===== src/rtl/row_by_col_mac_engine.sv =====
// Parametrised row-by-column multiply-accumulate: y = bias + sum(a[i]*b[i]) in signed fixed point,
// LANES products per beat, saturated WIDTH-bit result with a start/busy/done handshake.
module row_by_col_mac_engine #(
  parameter int WIDTH     = 16,
  parameter int FRAC_BITS = 8,
  parameter int SIZE      = 8,
  parameter int LANES     = 4
) (
  input  logic                  clk,
  input  logic                  reset_n,
  input  logic                  start,
  input  logic                  use_bias,
  input  logic [WIDTH-1:0]      bias,
  input  logic [WIDTH*SIZE-1:0] a,
  input  logic [WIDTH*SIZE-1:0] b,
  output logic                  busy,
  output logic                  done,
  output logic [WIDTH-1:0]      y,
  output logic                  ovf
);

  localparam int NBEATS = SIZE / LANES;
  localparam int KW     = (NBEATS > 1) ? $clog2(NBEATS) : 1;
  localparam int PW     = 2 * WIDTH;
  localparam int ACC_W  = 2 * WIDTH - FRAC_BITS + $clog2(SIZE) + 2;

  localparam logic signed [ACC_W-1:0] Y_MAX = {{(ACC_W-WIDTH+1){1'b0}}, {(WIDTH-1){1'b1}}};
  localparam logic signed [ACC_W-1:0] Y_MIN = {{(ACC_W-WIDTH+1){1'b1}}, {(WIDTH-1){1'b0}}};

  if (SIZE % LANES != 0) begin : g_bad_lanes
    $error("row_by_col_mac_engine: SIZE must be a multiple of LANES");
  end

  typedef enum logic [1:0] {S_IDLE, S_RUN, S_FLUSH, S_DONE} state_t;

  state_t                   state, state_nxt;
  logic [WIDTH*SIZE-1:0]    a_r, b_r;
  logic [KW-1:0]            k;
  logic signed [WIDTH-1:0]  a_lane [LANES];
  logic signed [WIDTH-1:0]  b_lane [LANES];
  logic signed [PW-1:0]     prod_nxt [LANES];
  logic signed [PW-1:0]     prod [LANES];
  logic                     prod_vld;
  logic signed [ACC_W-1:0]  acc, lane_sum, acc_sum;
  logic [WIDTH-1:0]         y_sat;
  logic                     clip;
  logic                     accept, last_beat;

  assign accept    = start && (state == S_IDLE || state == S_DONE);
  assign last_beat = (k == KW'(NBEATS - 1));
  assign busy      = (state == S_RUN) || (state == S_FLUSH);
  assign done      = (state == S_DONE);

  // NOTE: every always_comb output gets a default before any branch so no latch is inferred.
  always_comb begin
    state_nxt = state;
    case (state)
      S_IDLE:  if (start) state_nxt = S_RUN;
      S_RUN:   if (last_beat) state_nxt = S_FLUSH;
      S_FLUSH: state_nxt = S_DONE;
      S_DONE:  state_nxt = start ? S_RUN : S_IDLE;
      default: state_nxt = S_IDLE;
    endcase
  end

  // Lane l of beat k multiplies element k*LANES+l; the shift floors toward -infinity.
  always_comb begin
    lane_sum = '0;
    for (int l = 0; l < LANES; l++) begin
      a_lane[l]   = a_r[WIDTH*(int'(k)*LANES + l) +: WIDTH];
      b_lane[l]   = b_r[WIDTH*(int'(k)*LANES + l) +: WIDTH];
      prod_nxt[l] = (PW'(a_lane[l]) * PW'(b_lane[l])) >>> FRAC_BITS;
      lane_sum    = lane_sum + ACC_W'(prod[l]);
    end
    acc_sum = prod_vld ? acc + lane_sum : acc;
  end

  always_comb begin
    y_sat = acc_sum[WIDTH-1:0];
    clip  = 1'b0;
    if (acc_sum > Y_MAX) begin
      y_sat = Y_MAX[WIDTH-1:0];
      clip  = 1'b1;
    end else if (acc_sum < Y_MIN) begin
      y_sat = Y_MIN[WIDTH-1:0];
      clip  = 1'b1;
    end
  end

  // NOTE: operand capture registers carry no reset; they are always reloaded by an accepted start before use.
  always_ff @(posedge clk) begin
    if (accept) begin
      a_r <= a;
      b_r <= b;
    end
  end

  // NOTE: sequential state uses non-blocking assignments so every register samples pre-edge values.
  always_ff @(posedge clk) begin
    if (!reset_n) begin
      state    <= S_IDLE;
      k        <= '0;
      prod_vld <= 1'b0;
      acc      <= '0;
      y        <= '0;
      ovf      <= 1'b0;
      for (int l = 0; l < LANES; l++) prod[l] <= '0;
    end else begin
      state    <= state_nxt;
      prod_vld <= (state == S_RUN);
      if (accept) begin
        k   <= '0;
        acc <= use_bias ? ACC_W'($signed(bias)) : '0;
      end else begin
        acc <= acc_sum;
        if (state == S_RUN) k <= k + KW'(1);
      end
      if (state == S_RUN) begin
        for (int l = 0; l < LANES; l++) prod[l] <= prod_nxt[l];
      end
      // The final beat's products are folded in on the same edge that publishes y.
      if (state == S_FLUSH) begin
        y   <= y_sat;
        ovf <= clip;
      end
    end
  end

endmodule


===== config.mk =====
export PLATFORM = sky130hd
export DESIGN_NAME = row_by_col_mac_engine
export DESIGN_NICKNAME = d
export VERILOG_FILES = /design/src/rtl/row_by_col_mac_engine.sv
export SDC_FILE = /design/constraint.sdc
export NUM_CORES = 2
export LEC_CHECK = 0
export CAP_MARGIN = 40
export CORE_MARGIN = 10
export CORE_UTILIZATION = 40
export DETAILED_ROUTE_END_ITERATION = 8
export GPL_TIMING_DRIVEN = 0
export PLACE_DENSITY = 0.58
export SLEW_MARGIN = 40
export SYNTH_ARGS = -nofsm -noshare
export SYNTH_HDL_FRONTEND = slang
export SYNTH_SLANG_ARGS = --single-unit

===== constraint.sdc =====
create_clock -name clk -period 43.2 [get_ports clk]
set_input_delay 6.48 -clock clk [delete_from_list [all_inputs] [get_ports clk]]
set_output_delay 6.48 -clock clk [all_outputs]
set_load 0.05 [all_outputs]

==> flow_summary.yaml <==
synthesis:
  synth_area_leaders: "fa_1 40%, edfxtp_1 19%, inv_1 9.6%"
  synth_top_area_share_pct: 40.1
  ys_warn_count: 0
  synth-compound-area-share_pct: 4.43
  synth_top_family_by_area: "adder cells"
  synth_area_um2: 56200
  synth_cell_types: 83
  ys_seq_area_share_pct: 20.6
  synth_nets: 7313
  ys_seq_elements: 402
  synth_most_common_cell: "inv_1"
  synthCells: 5560
  yosys.area_share.adder_pct: 47.9
  synth_edf_count: 352
  yosys-top-cells-count: "1,439 x inv_1, 1,127 x fa_1, 601 x nand2_1"
  synth-main-ff-cell: "edfxtp_1"
  synthMuxAreaShare_pct: 4.52
  async_flop_share_pct: 0
  synth_largest_area_cell: "fa_1"
  synth_area_per_cell_um2: 10.1
  synth_xor_area_share_pct: 2.15
  synthSimpleGateAreaFrac_pct: 9.99
cts:
  cts.sinks: 402
  cts_inserted_buffers: 46
  postCtsHoldBufs: 0
  path_clk_slew_ns: 0.06
  clock_latency_ns: 0.63
  cts_tree: "built"
  cts_max_level: 2
  cts_root_buffer: "clkbuf_16"
  post_cts_resized: 0
  clk_path_buf_depth: 3
  post_cts_buffers: 0
detailed_routing:
  vias: 39700
  highest_layer: "met4"
  drt-met1-wl_mm: 78.0
  met3_length_mm: 13.7
  drt_iter0_drc: 3132
  drt-pass1-iter-count: 5
  postRouteAntennaNets: 0
  avgRoutedWirePerCell_um: 22.9
  route.detailed.drc: 0
  drt-total-wl_mm: 180
  avgViaCountPerCell: 5.05
  met2_length_mm: 80.0
setup_path:
  critPathKind: "flop to flop"
  r2r_slack_ns: 32.06
  critical_path.max_stage_delay_ns: 0.84
  crit_slowest_cell: "dfxtp_1"
  worstPathMaxFanout: 10
  crit_arrival_ns: 11.45
  ff2ff_path_depth: 30
  critPathLaunchType: "flop"
  r2r_start: "k$_SDFFE_PP0P_"
  regToRegEndpoint: "prod[1][30]$_SDFFCE_PN0P_"
  cp-end-kind: "flop"
  cpMostUsedCell: "fa_1"
  required_ns: 43.51
finish:
  area_growth_pct: 14.4
  drive_gt1_share_pct: 6.06
  finalNetCount: 7695
timing:
  final.setup.tns_ns: 0
  slew_violations: 0
  worst_pin_slew_ns: 0.879
  slew_headroom_pct: 39.7
  clock_skew_ns: 0.0245
  finalSetupViolations: 0
  fin_crit_sh_pct: 25.8
  rsz0062_at_grt: "false"
  hold_violations: 0
  clock.fmax_mhz: 89.8
  layout_min_cycle_time_ns: 11.14
grt:
  antenna_found_initial: 2
  grt_pass1_wl_mm: 270
  grt_usage_pct: 23.1
  grt-ovfl-total: 0
  grt_max_degree: 40
  grt_pass1_vias: 42700
place:
  portBuffers: 294
  post-dp-hpwl_mm: 154
  gp_congestion: 0.982
die:
  core_area_um2: 140000
  ios: 295
  die_area_um2: 156000
  rows: 137
  initial_utilization_pct: 40.3
  chipWidth_um: 395
  fp.dieH_um: 395
worst_hold_path:
  min-delay-start: "y[8]$_SDFFE_PN0N_"
  worstHoldPathType: "flop to flop"
  hold_depth: 2
  whs_endpoint: "y[8]$_SDFFE_PN0N_"
run:
  maxCapViolCount: 0
status:
  outcome: "completed"
[worst max-delay path: cells and delay by family (launching register included)]
| kind | cells | cell delay (ns) |
|---|---|---|
| fa+ha+maj | 7 | 3.36 |
| buf+inv | 10 | 2.55 |
| compound gates | 7 | 1.80 |
| simple gates | 4 | 1.11 |
| flops | 1 | 0.84 |
| mux | 1 | 0.76 |
| xor+xnor | 1 | 0.35 |
[cell usage in the layout, fill, tap and decap left out, drive strengths merged, types with 6 or more instances in the layout]
cell type,instances
a221oi,8
a21oi,111
fa,1127
o21bai,10
and3,19
nor4,6
xnor2,101
a31oi,7
o21a,10
dfxtp,50
nor3,38
a2111oi,8
nor2b,23
clkdlybuf4s50,294
ha,350
o31ai,8
mux2i,118
nor2,593
clkinv,19
a21o,48
mux2,121
buf,62
edfxtp,352
a211oi,12
nand3,25
or2,7
a211o,6
and2,23
a22o,16
nand2b,13
inv,1442
o21ai,84
nand2,601
xor2,37
nand4,7
nand3b,6
clkbuf,151
[layout make-up]
cell class,count,area (um^2)
Antenna cell,2,5.00
Buffer,114,490
Clock buffer,59,1240
Clock inverter,25,259
Fill cell,13500,75200
Inverter,1441,5410
Multi-Input combinational cell,3603,39100
Sequential cell,402,11600
Tap cell,1876,2350
Timing Repair Buffer,334,3910
[flip-flops by register name (all words and copies together) (netlist names)]
name and cells:
a_r 128, acc 29, prod 96, k 1, prod_vld 1, b_r 128, ovf 1, state 2
y 16
[per-layer routing]
metal / track usage, % / vias up
li1: - / 17600
met1: 31.8 / 20500
met5: 0 / -
met3: 4.38 / 234
met2: 36.0 / 1391
met4: 8.52 / 0
[how the worst max path moves through the flow]
stage                                            to            from  cells past startpoint
after floorplan                  acc[10]$_SDFF_PN0_           start                      5
after global placement           acc[10]$_SDFF_PN0_           start                      6
after detailed placement  prod[1][30]$_SDFFCE_PN0P_  k$_SDFFE_PP0P_                     30
after CTS                 prod[1][30]$_SDFFCE_PN0P_  k$_SDFFE_PP0P_                     30
after global routing      prod[1][30]$_SDFFCE_PN0P_  k$_SDFFE_PP0P_                     30
final                     prod[1][30]$_SDFFCE_PN0P_  k$_SDFFE_PP0P_                     30
[per-stage QoR]
stage	std cells	hold slack (ns)	utilization, %	setup WS, ns	instance area, um^2
final	7856	0.512	46.1	32.06	64300
after global routing	7854	0.530	46.1	31.67	64300
after CTS	7854	0.515	46.1	32.09	64300
after detailed placement	7770	0.501	45.0	32.03	62800
after global placement	7730	0.500	44.1	14.89	61500
after floorplan	5560	0.530	-	23.66	56200
[logic make-up (layout without fill, tap and decap cells)]
logic type / Yosys count / count (layout)
AOI/OAI and AO/OA: 368 / 368
xor gates and xnor gates: 138 / 138
adders and majority gates: 1477 / 1477
muxes: 239 / 239
buffers and inverters: 1555 / 1973
DFF: 402 / 402
and+or+nand+nor: 1381 / 1381
other: 0 / 2
Power is left out: the tool's default activity adds up to more than one toggle a clock period on the data nets, which glitch-free logic cannot reach.
